**src/rtl/lazy_select_pipeline.sv**
```systemverilog
// lazy_select_pipeline
//   Picks the best of LAZY_LEN candidate matches at consecutive positions,
//   scored by gain, and emits one sequence (ll/ml/offset) together with the
//   job-advance information. The pipeline is 3 + log2(LAZY_LEN) stages deep
//   and accepts one request per cycle. It has full valid/ready backpressure:
//   every stage holds while the output is valid and the consumer is not ready.
//
//   Ports
//     clk, rst_n            clock, async active-low reset
//     i_valid / o_ready     request handshake
//     i_match_head_ptr      position of candidate 0
//     i_seq_head_ptr        start of pending literals
//     i_delim               last job of a block
//     i_match_valid         per-candidate valid
//     i_match_len           packed lengths, slice i = candidate i
//     i_offset              packed offsets, slice i = candidate i
//     o_valid / i_ready     summary handshake
//     o_seq_head_ptr        echoed seq head
//     o_ll, o_ml, o_offset  chosen sequence
//     o_delim, o_eoj, o_move_to_next_job  flags
//     o_overlap_len         match bytes spilling into the next job
//     o_move_forward        seq-head advance within the job
//
//   Optional feature macro: LAZY_SELECT_STATS_EN
//     Adds o_stat_seq_cnt / o_stat_eoj_cnt, two saturating 32-bit counters
//     of emitted sequences and of emitted end-of-job sequences.
module lazy_select_pipeline #(
   parameter int        LAZY_LEN        = 4,
   parameter int        MATCH_LEN_WIDTH = 11,
   parameter int        OFFSET_BITS     = 16,
   parameter int        JOB_LEN_LOG2    = 12,
   parameter int        LL_BITS         = 16,
   parameter int        ML_BITS         = 16,
   parameter int signed INVALID_GAIN    = -64
) (
   input  logic                                 clk,
   input  logic                                 rst_n,
   input  logic                                 i_valid,
   output logic                                 o_ready,
   input  logic [JOB_LEN_LOG2-1:0]              i_match_head_ptr,
   input  logic [JOB_LEN_LOG2-1:0]              i_seq_head_ptr,
   input  logic                                 i_delim,
   input  logic [LAZY_LEN-1:0]                  i_match_valid,
   input  logic [LAZY_LEN*MATCH_LEN_WIDTH-1:0]  i_match_len,
   input  logic [LAZY_LEN*OFFSET_BITS-1:0]      i_offset,
   output logic                                 o_valid,
   input  logic                                 i_ready,
   output logic [JOB_LEN_LOG2-1:0]              o_seq_head_ptr,
   output logic [LL_BITS-1:0]                   o_ll,
   output logic [ML_BITS-1:0]                   o_ml,
   output logic [OFFSET_BITS-1:0]               o_offset,
   output logic                                 o_delim,
   output logic                                 o_eoj,
   output logic                                 o_move_to_next_job,
   output logic [ML_BITS-1:0]                   o_overlap_len,
   output logic [JOB_LEN_LOG2-1:0]              o_move_forward
`ifdef LAZY_SELECT_STATS_EN
   ,
   output logic [31:0]                          o_stat_seq_cnt,
   output logic [31:0]                          o_stat_eoj_cnt
`endif
);

   localparam int LOG     = $clog2(LAZY_LEN);
   localparam int D       = 3 + LOG;
   localparam int NN      = 2 * LAZY_LEN;
   localparam int LLW     = JOB_LEN_LOG2 + 1;
   localparam int MLW     = MATCH_LEN_WIDTH;
   localparam int OBW     = $clog2(OFFSET_BITS + 1);
   localparam int GW      = MATCH_LEN_WIDTH + 3;
   localparam int FW      = ((LLW > MLW) ? LLW : MLW) + 1;
   localparam int OW      = FW + 2;
   localparam int JOB_LEN = 2 ** JOB_LEN_LOG2;

   // ---------------- handshake ----------------
   logic vld_q [D];
   logic rdy_q;
   logic adv;
   logic accept;

   assign adv     = !vld_q[D-1] || i_ready;
   assign o_ready = adv && rdy_q;
   assign accept  = i_valid && o_ready;
   assign o_valid = vld_q[D-1];

   // o_ready stays low for the first cycle after reset release
   always_ff @(posedge clk or negedge rst_n) begin
      if (!rst_n) rdy_q <= 1'b0;
      else        rdy_q <= 1'b1;
   end

   always_ff @(posedge clk or negedge rst_n) begin
      if (!rst_n) begin
         for (int k = 0; k < D; k++) vld_q[k] <= 1'b0;
      end else if (adv) begin
         vld_q[0] <= accept;
         for (int k = 1; k < D; k++) vld_q[k] <= vld_q[k-1];
      end
   end

   // ---------------- side-band carried to the final stage ----------------
   logic [JOB_LEN_LOG2-1:0] hs_q    [D-1];
   logic                    delim_q [D-1];
   logic [LLW-1:0]          lln_q   [D-1];
   logic [LLW-1:0]          lln_d;

   // literal length if no candidate is taken: position just past the window
   assign lln_d = LLW'(i_match_head_ptr) - LLW'(i_seq_head_ptr) + LLW'(LAZY_LEN);

   always_ff @(posedge clk or negedge rst_n) begin
      if (!rst_n) begin
         for (int k = 0; k < D-1; k++) begin
            hs_q[k]    <= '0;
            delim_q[k] <= 1'b0;
            lln_q[k]   <= '0;
         end
      end else if (adv) begin
         hs_q[0]    <= i_seq_head_ptr;
         delim_q[0] <= i_delim;
         lln_q[0]   <= lln_d;
         for (int k = 1; k < D-1; k++) begin
            hs_q[k]    <= hs_q[k-1];
            delim_q[k] <= delim_q[k-1];
            lln_q[k]   <= lln_q[k-1];
         end
      end
   end

   // ---------------- S0: literal length and offset bit length ----------------
   logic [LLW-1:0]         s0_ll_d  [LAZY_LEN];
   logic [OBW-1:0]         s0_ob_d  [LAZY_LEN];
   logic [LLW-1:0]         s0_ll_q  [LAZY_LEN];
   logic [OBW-1:0]         s0_ob_q  [LAZY_LEN];
   logic [MLW-1:0]         s0_ml_q  [LAZY_LEN];
   logic [OFFSET_BITS-1:0] s0_off_q [LAZY_LEN];
   logic [LAZY_LEN-1:0]    s0_mv_q;

   always_comb begin
      for (int i = 0; i < LAZY_LEN; i++) begin
         s0_ll_d[i] = LLW'(i_match_head_ptr) - LLW'(i_seq_head_ptr) + LLW'(i);
         s0_ob_d[i] = '0;
         for (int b = 0; b < OFFSET_BITS; b++) begin
            if (i_offset[i*OFFSET_BITS + b]) s0_ob_d[i] = OBW'(b + 1);
         end
      end
   end

   always_ff @(posedge clk or negedge rst_n) begin
      if (!rst_n) begin
         for (int i = 0; i < LAZY_LEN; i++) begin
            s0_ll_q[i]  <= '0;
            s0_ob_q[i]  <= '0;
            s0_ml_q[i]  <= '0;
            s0_off_q[i] <= '0;
         end
         s0_mv_q <= '0;
      end else if (adv) begin
         for (int i = 0; i < LAZY_LEN; i++) begin
            s0_ll_q[i]  <= s0_ll_d[i];
            s0_ob_q[i]  <= s0_ob_d[i];
            s0_ml_q[i]  <= i_match_len[i*MLW +: MLW];
            s0_off_q[i] <= i_offset[i*OFFSET_BITS +: OFFSET_BITS];
         end
         s0_mv_q <= i_match_valid;
      end
   end

   // ---------------- S1 leaves and compare tree ----------------
   // Heap layout: node 1 is the root, children of n are 2n and 2n+1, leaves
   // are LAZY_LEN..2*LAZY_LEN-1 with candidate i at LAZY_LEN+i. The left
   // child always covers lower candidate indices, so "right wins only when
   // strictly greater" gives the lower index on a tie.
   logic signed [GW-1:0]   leaf_gain_d [LAZY_LEN];
   logic [FW-1:0]          leaf_fwd_d  [LAZY_LEN];
   logic                   win_r       [1:LAZY_LEN-1];

   logic                   nd_v_q    [1:NN-1];
   logic signed [GW-1:0]   nd_gain_q [1:NN-1];
   logic [LLW-1:0]         nd_ll_q   [1:NN-1];
   logic [MLW-1:0]         nd_ml_q   [1:NN-1];
   logic [OFFSET_BITS-1:0] nd_off_q  [1:NN-1];
   logic [FW-1:0]          nd_fwd_q  [1:NN-1];

   always_comb begin
      for (int i = 0; i < LAZY_LEN; i++) begin
         if (s0_mv_q[i])
            leaf_gain_d[i] = $signed({1'b0, s0_ml_q[i], 2'b00} + GW'(4 * (LAZY_LEN - i))
                                     - GW'(s0_ob_q[i]));
         else
            leaf_gain_d[i] = GW'(INVALID_GAIN);
         leaf_fwd_d[i] = FW'(s0_ll_q[i]) + FW'(s0_ml_q[i]);
      end
   end

   always_comb begin
      for (int n = 1; n < LAZY_LEN; n++) begin
         win_r[n] = nd_gain_q[2*n+1] > nd_gain_q[2*n];
      end
   end

   always_ff @(posedge clk or negedge rst_n) begin
      if (!rst_n) begin
         for (int n = 1; n < NN; n++) begin
            nd_v_q[n]    <= 1'b0;
            nd_gain_q[n] <= '0;
            nd_ll_q[n]   <= '0;
            nd_ml_q[n]   <= '0;
            nd_off_q[n]  <= '0;
            nd_fwd_q[n]  <= '0;
         end
      end else if (adv) begin
         for (int i = 0; i < LAZY_LEN; i++) begin
            nd_v_q[LAZY_LEN+i]    <= s0_mv_q[i];
            nd_gain_q[LAZY_LEN+i] <= leaf_gain_d[i];
            nd_ll_q[LAZY_LEN+i]   <= s0_ll_q[i];
            nd_ml_q[LAZY_LEN+i]   <= s0_ml_q[i];
            nd_off_q[LAZY_LEN+i]  <= s0_off_q[i];
            nd_fwd_q[LAZY_LEN+i]  <= leaf_fwd_d[i];
         end
         for (int n = 1; n < LAZY_LEN; n++) begin
            nd_v_q[n] <= nd_v_q[2*n] || nd_v_q[2*n+1];
            if (win_r[n]) begin
               nd_gain_q[n] <= nd_gain_q[2*n+1];
               nd_ll_q[n]   <= nd_ll_q[2*n+1];
               nd_ml_q[n]   <= nd_ml_q[2*n+1];
               nd_off_q[n]  <= nd_off_q[2*n+1];
               nd_fwd_q[n]  <= nd_fwd_q[2*n+1];
            end else begin
               nd_gain_q[n] <= nd_gain_q[2*n];
               nd_ll_q[n]   <= nd_ll_q[2*n];
               nd_ml_q[n]   <= nd_ml_q[2*n];
               nd_off_q[n]  <= nd_off_q[2*n];
               nd_fwd_q[n]  <= nd_fwd_q[2*n];
            end
         end
      end
   end

   // ---------------- final stage: job boundary handling ----------------
   logic [LLW-1:0]          sel_ll;
   logic [MLW-1:0]          sel_ml;
   logic [OFFSET_BITS-1:0]  sel_off;
   logic [FW-1:0]           sel_fwd;
   logic [OW-1:0]           ovl;
   logic [JOB_LEN_LOG2-1:0] fin_hs;

   logic [LL_BITS-1:0]      ll_d,  ll_q;
   logic [ML_BITS-1:0]      ml_d,  ml_q;
   logic [OFFSET_BITS-1:0]  off_d, off_q;
   logic [ML_BITS-1:0]      ovl_d, ovl_q;
   logic [JOB_LEN_LOG2-1:0] mf_d,  mf_q;
   logic                    eoj_d, eoj_q;
   logic [JOB_LEN_LOG2-1:0] sh_q;
   logic                    dlm_q;

   assign fin_hs = hs_q[D-2];

   always_comb begin
      if (nd_v_q[1]) begin
         sel_ll  = nd_ll_q[1];
         sel_ml  = nd_ml_q[1];
         sel_off = nd_off_q[1];
         sel_fwd = nd_fwd_q[1];
      end else begin
         sel_ll  = lln_q[D-2];
         sel_ml  = '0;
         sel_off = '0;
         sel_fwd = FW'(lln_q[D-2]);
      end
      // two's complement; MSB set means the match ends inside this job
      ovl = OW'(fin_hs) + OW'(sel_fwd) - OW'(JOB_LEN);

      ll_d  = LL_BITS'(sel_ll);
      ml_d  = ML_BITS'(sel_ml);
      off_d = sel_off;
      ovl_d = '0;
      mf_d  = sel_fwd[JOB_LEN_LOG2-1:0];
      eoj_d = 1'b0;
      if (!ovl[OW-1]) begin
         eoj_d = 1'b1;
         mf_d  = '0;
         if (delim_q[D-2]) begin
            // last job of the block: flush remaining literals, drop the match
            ll_d  = LL_BITS'(LLW'(JOB_LEN) - LLW'(fin_hs));
            ml_d  = '0;
            off_d = '0;
         end else begin
            ovl_d = ML_BITS'(ovl);
         end
      end
   end

   always_ff @(posedge clk or negedge rst_n) begin
      if (!rst_n) begin
         ll_q  <= '0;
         ml_q  <= '0;
         off_q <= '0;
         ovl_q <= '0;
         mf_q  <= '0;
         eoj_q <= 1'b0;
         sh_q  <= '0;
         dlm_q <= 1'b0;
      end else if (adv) begin
         ll_q  <= ll_d;
         ml_q  <= ml_d;
         off_q <= off_d;
         ovl_q <= ovl_d;
         mf_q  <= mf_d;
         eoj_q <= eoj_d;
         sh_q  <= fin_hs;
         dlm_q <= delim_q[D-2];
      end
   end

   assign o_seq_head_ptr     = sh_q;
   assign o_ll               = ll_q;
   assign o_ml               = ml_q;
   assign o_offset           = off_q;
   assign o_delim            = dlm_q;
   assign o_eoj              = eoj_q;
   assign o_move_to_next_job = eoj_q;
   assign o_overlap_len      = ovl_q;
   assign o_move_forward     = mf_q;

`ifdef LAZY_SELECT_STATS_EN
   logic [31:0] stat_seq_q;
   logic [31:0] stat_eoj_q;
   logic        pop;

   assign pop = vld_q[D-1] && i_ready;

   always_ff @(posedge clk or negedge rst_n) begin
      if (!rst_n) begin
         stat_seq_q <= '0;
         stat_eoj_q <= '0;
      end else if (pop) begin
         if (stat_seq_q != '1)          stat_seq_q <= stat_seq_q + 32'd1;
         if (eoj_q && stat_eoj_q != '1) stat_eoj_q <= stat_eoj_q + 32'd1;
      end
   end

   assign o_stat_seq_cnt = stat_seq_q;
   assign o_stat_eoj_cnt = stat_eoj_q;
`endif

endmodule

```
**config.mk**
```make
export PLATFORM = sky130hd
export DESIGN_NAME = lazy_select_pipeline
export DESIGN_NICKNAME = d
export VERILOG_FILES = /design/src/rtl/lazy_select_pipeline.sv
export SDC_FILE = /design/constraint.sdc
export NUM_CORES = 2
export LEC_CHECK = 0
export CAP_MARGIN = 20
export CORE_MARGIN = 1.5
export CORE_UTILIZATION = 54
export DETAILED_ROUTE_END_ITERATION = 6
export GPL_TIMING_DRIVEN = 0
export PLACE_DENSITY = 0.76
export SYNTH_ARGS = -nofsm -noshare
export SYNTH_HDL_FRONTEND = slang
export SYNTH_SLANG_ARGS = --single-unit
```
**constraint.sdc**
```tcl
create_clock -name clk -period 3.32 [get_ports clk]
set_input_delay 0.498 -clock clk [delete_from_list [all_inputs] [get_ports clk]]
set_output_delay 0.498 -clock clk [all_outputs]
set_load 0.05 [all_outputs]
```
==> impl_metrics.env <==
export IMPL_synth_top_family_by_area="simple AND/OR/NAND/NOR gates"
export IMPL_final_setup_viol_count=2
export IMPL_cts_tree="done"
export IMPL_cpLargestDelayFamily="multiplexers"
export IMPL_synthTopCellsByArea="dfrtp_1 (51%), nand2_1 (11%), ha_1 (5.4%), o21ai_0 (4.3%), mux2i_1 (3.0%)"
export IMPL_area_delta_synth_final_pct=17.9
export IMPL_postRouteAntennaNets=0
export IMPL_grt_first_pass_wirelength_um=205000
export IMPL_critical_path_class="register to register"
export IMPL_drc=1
export IMPL_setup_tns_final_ps=-147
export IMPL_wl_um=138000
export IMPL_cts_root_buf="clkbuf_16"
export IMPL_ys_ff_latch=832
export IMPL_synth_xor_area_frac=0.0257
export IMPL_hold_depth=3
export IMPL_ios=234
export IMPL_fin_ws_ps=-114
export IMPL_crit_required_ps=3810
export IMPL_syn_inst=4420
export IMPL_routed_via_count=34700
export IMPL_numCtsBuffers=88
export IMPL_hold_path_endpoint="s0_ml_q[33]"
export IMPL_final_util=0.645
export IMPL_clockBufferDepth=3
export IMPL_clkSinkCount=832
export IMPL_crit_slowest_cell="mux2i_1"
export IMPL_violations="design-rule violations, negative setup slack"
export IMPL_drtIter0Drc=4121
export IMPL_antenna_found_initial=12
export IMPL_grt_overflow=0
export IMPL_finalHoldViolations=0
export IMPL_p_per_area_nw_per_um2=1140
export IMPL_crit_chain="ha_1 > a21o_1 > a21o_1 > a21oi_1 > or2_2 > a31oi_1 > clkbuf_1 > buf_2 > mux2i_1 > o21ai_0"
export IMPL_grt_usage=0.356
export IMPL_chipHeight_um=278
export IMPL_synth_compound_area_share=0.149
export IMPL_crit_fanout=10
export IMPL_synth_simple_area_share=0.187
export IMPL_fin_crit_sh=1.03
export IMPL_rsz0062_at_grt="yes"
export IMPL_syn_cell_area_um2=40800
export IMPL_max_stage_delay_ps=890
export IMPL_grt_pass1_vias=33300
export IMPL_fin_area_um2=48100
export IMPL_drt_pass1_iterations=7
export IMPL_grt_max_degree=125
export IMPL_place_gp_congestion=1.05
export IMPL_fp_dieW_um=278
export IMPL_port_buffers=224
export IMPL_yosys_area_share_adder=0.0569
export IMPL_drv_cap=0
export IMPL_clk_latency_ps=670
export IMPL_hold_ws_ps=373
export IMPL_total_power_mw=54.9
export IMPL_hpwl_um=104000
export IMPL_path_common_cell="a21o_1"
export IMPL_synth_top_area_frac=0.510
export IMPL_dieArea_um2=77200
export IMPL_initial_utilization=0.547
export IMPL_slew_headroom=0.187
export IMPL_period_needed_ps=3430
export IMPL_routedWlPerCell_um=23.8
export IMPL_power_leakage_nw=22.9
export IMPL_drive_gt1_frac=0.0638
export IMPL_yosysTopAreaCell="dfrtp_1"
export IMPL_synthMuxAreaShare=0.0304
export IMPL_startpoint_type="register"
export IMPL_hp_start="i_match_len[0]"
export IMPL_crit_arrival_ps=3930
export IMPL_hold_class="input pin to register"
export IMPL_synth_edff_count=0
export IMPL_r2r_start="nd_gain_q[35]"
export IMPL_tightest_slew_ps=1220
export IMPL_status="complete, but fails checks"
export IMPL_fmax_mhz=291
export IMPL_cp_end_kind="register"
export IMPL_final_setup_skew_ps=28.6
export IMPL_via_per_inst=5.97
export IMPL_fp_coreArea_um2=74600
export IMPL_syn_avg_cell_area_um2=9.23
export IMPL_cts_htree_levels=3
export IMPL_ys_types=81
export IMPL_cp_num_buf_inv=2
export IMPL_drv_slew=0
export IMPL_num_rows=100
export IMPL_synth_flop_cell="dfrtp_1"
export IMPL_placed_area_um2=44600
export IMPL_r2r_cells=10
export IMPL_r2r_slack_ps=-110
export IMPL_ys_seq_area_frac=0.510
export IMPL_clk_transition_reported_paths_ps=60
export IMPL_synthArstFlopShare=1.00
export IMPL_regToRegEndpoint="nd_ml_q[60]"
export IMPL_final_nets=5096
export IMPL_ys_warn_count=0
export IMPL_vdd_ir_drop_max_mv=0.646
## layer usage
metal,GRT usage,up-vias,wire (um)
li1,-,15700,-
met1,0.472,16800,54100
met3,0.122,363,17300
met2,0.526,1836,59700
met4,0.167,8,6910
met5,0,-,52
## timing repair
action / CTS / global route
gates cloned: 0 / 2
endpoints found under the setup margin: 707 / 264
hold buffers: 1 / 0
pin swaps: 5 / 10
gates resized for setup: 57 / 58
setup buffers: 4 / 10
hold endpoints to repair: 61 / 0
## placed cells by master (no fill, tap or decap), types with 11 or more instances in the layout
cell type	count
nand2_1	1221
dfrtp_1	831
o21ai_0	352
clkdlybuf4s50_1	222
clkbuf_1	187
nor2_1	186
a21oi_1	178
ha_1	175
inv_1	168
mux2i_1	112
clkbuf_16	90
nand2b_1	84
and3_1	74
xnor2_1	74
o31a_1	68
a21boi_0	57
nor3_1	56
a21o_1	54
nand3_1	53
xor2_1	44
a22o_1	33
clkbuf_2	30
buf_4	24
nor2b_1	22
a211oi_1	22
clkbuf_8	22
nand4_1	21
buf_2	18
o31ai_1	17
o22a_1	17
nor4_1	16
o41ai_1	16
a31oi_1	15
or3_1	15
and2_1	14
o211ai_1	12
a211o_1	12
mux2i_2	12
o21a_1	11
## metrics by stage
stage,worst slack (ps),cells
floorplan,174,4428
global placement,-34970,5621
detailed placement,-1910,5636
CTS,-217,5797
global route,-119,5812
finish,-114,5813
## how the worst max path moves through the flow
| stage | start | to | slack (ps) | cells after the start |
|---|---|---|---|---|
| 6_report | nd_gain_q[35] | nd_ml_q[60] | -110 | 10 |
| 5_1_grt | nd_gain_q[49] | nd_ml_q[60] | -120 | 11 |
| 4_1_cts | i_ready | o_ready | -220 | 5 |
| 3_5_place_dp | i_ready | hs_q[43] | -1910 | 9 |
| 3_3_place_gp | rst_n | nd_off_q[83] | -34970 | 1 |
| 2_1_floorplan | nd_v_q[6] | o_overlap_len[12] | 170 | 14 |
## report_power, final
group,switching (mW),total (mW),internal (mW)
Sequential,3.34,17.9,14.6
Clock,4.26,10.4,6.14
Combinational,16.7,26.6,9.93
## synthesized netlist by cell type, drive strengths merged, types with 33 or more instances
| cell | number |
|---|---|
| ha | 176 |
| nor2 | 188 |
| dfrtp | 832 |
| mux2i | 124 |
| a21oi | 186 |
| clkbuf | 211 |
| nor3 | 61 |
| inv | 170 |
| and3 | 74 |
| xor2 | 45 |
| buf | 37 |
| a21o | 54 |
| o21ai | 357 |
| xnor2 | 74 |
| a21boi | 58 |
| nand2b | 85 |
| o31a | 68 |
| a22o | 33 |
| nand2 | 1221 |
| nand3 | 54 |
## worst reg2reg max path, cell delays in order, from the launching register on
cell      delay, ps
dfrtp_1         390
ha_1            310
a21o_1          120
a21o_1          120
a21oi_1          70
or2_2           270
a31oi_1         150
clkbuf_1        320
buf_2           460
mux2i_1         900
o21ai_0         160
## registers in the layout, indices dropped and copies added (netlist names), 36 cells and up
name / cells
hs_q: 36
nd_off_q: 112
nd_fwd_q: 98
nd_ll_q: 87
s0_ll_q: 48
lln_q: 52
nd_gain_q: 84
s0_ml_q: 44
s0_off_q: 60
nd_ml_q: 77
## area by class of cell
type	instances	area, um2
Inverter	170	638
Clock inverter	30	439
Antenna cell	2	5.00
Fill cell	6009	26500
Timing Repair Buffer	258	2770
Sequential cell	832	20800
Buffer	245	1090
Multi-Input combinational cell	3178	18500
Tap cell	969	1210
Clock buffer	129	2600
## kinds of logic after synthesis
| kind of cell | count (synthesis) |
|---|---|
| AOI/OAI and AO/OA | 948 |
| xor gates and xnor gates | 119 |
| adders and majority gates | 182 |
| buffers and inverters | 418 |
| DFF | 832 |
| muxes | 124 |
| other | 2 |
| and+or+nand+nor | 1795 |
(Power assumes the default switching activity.)
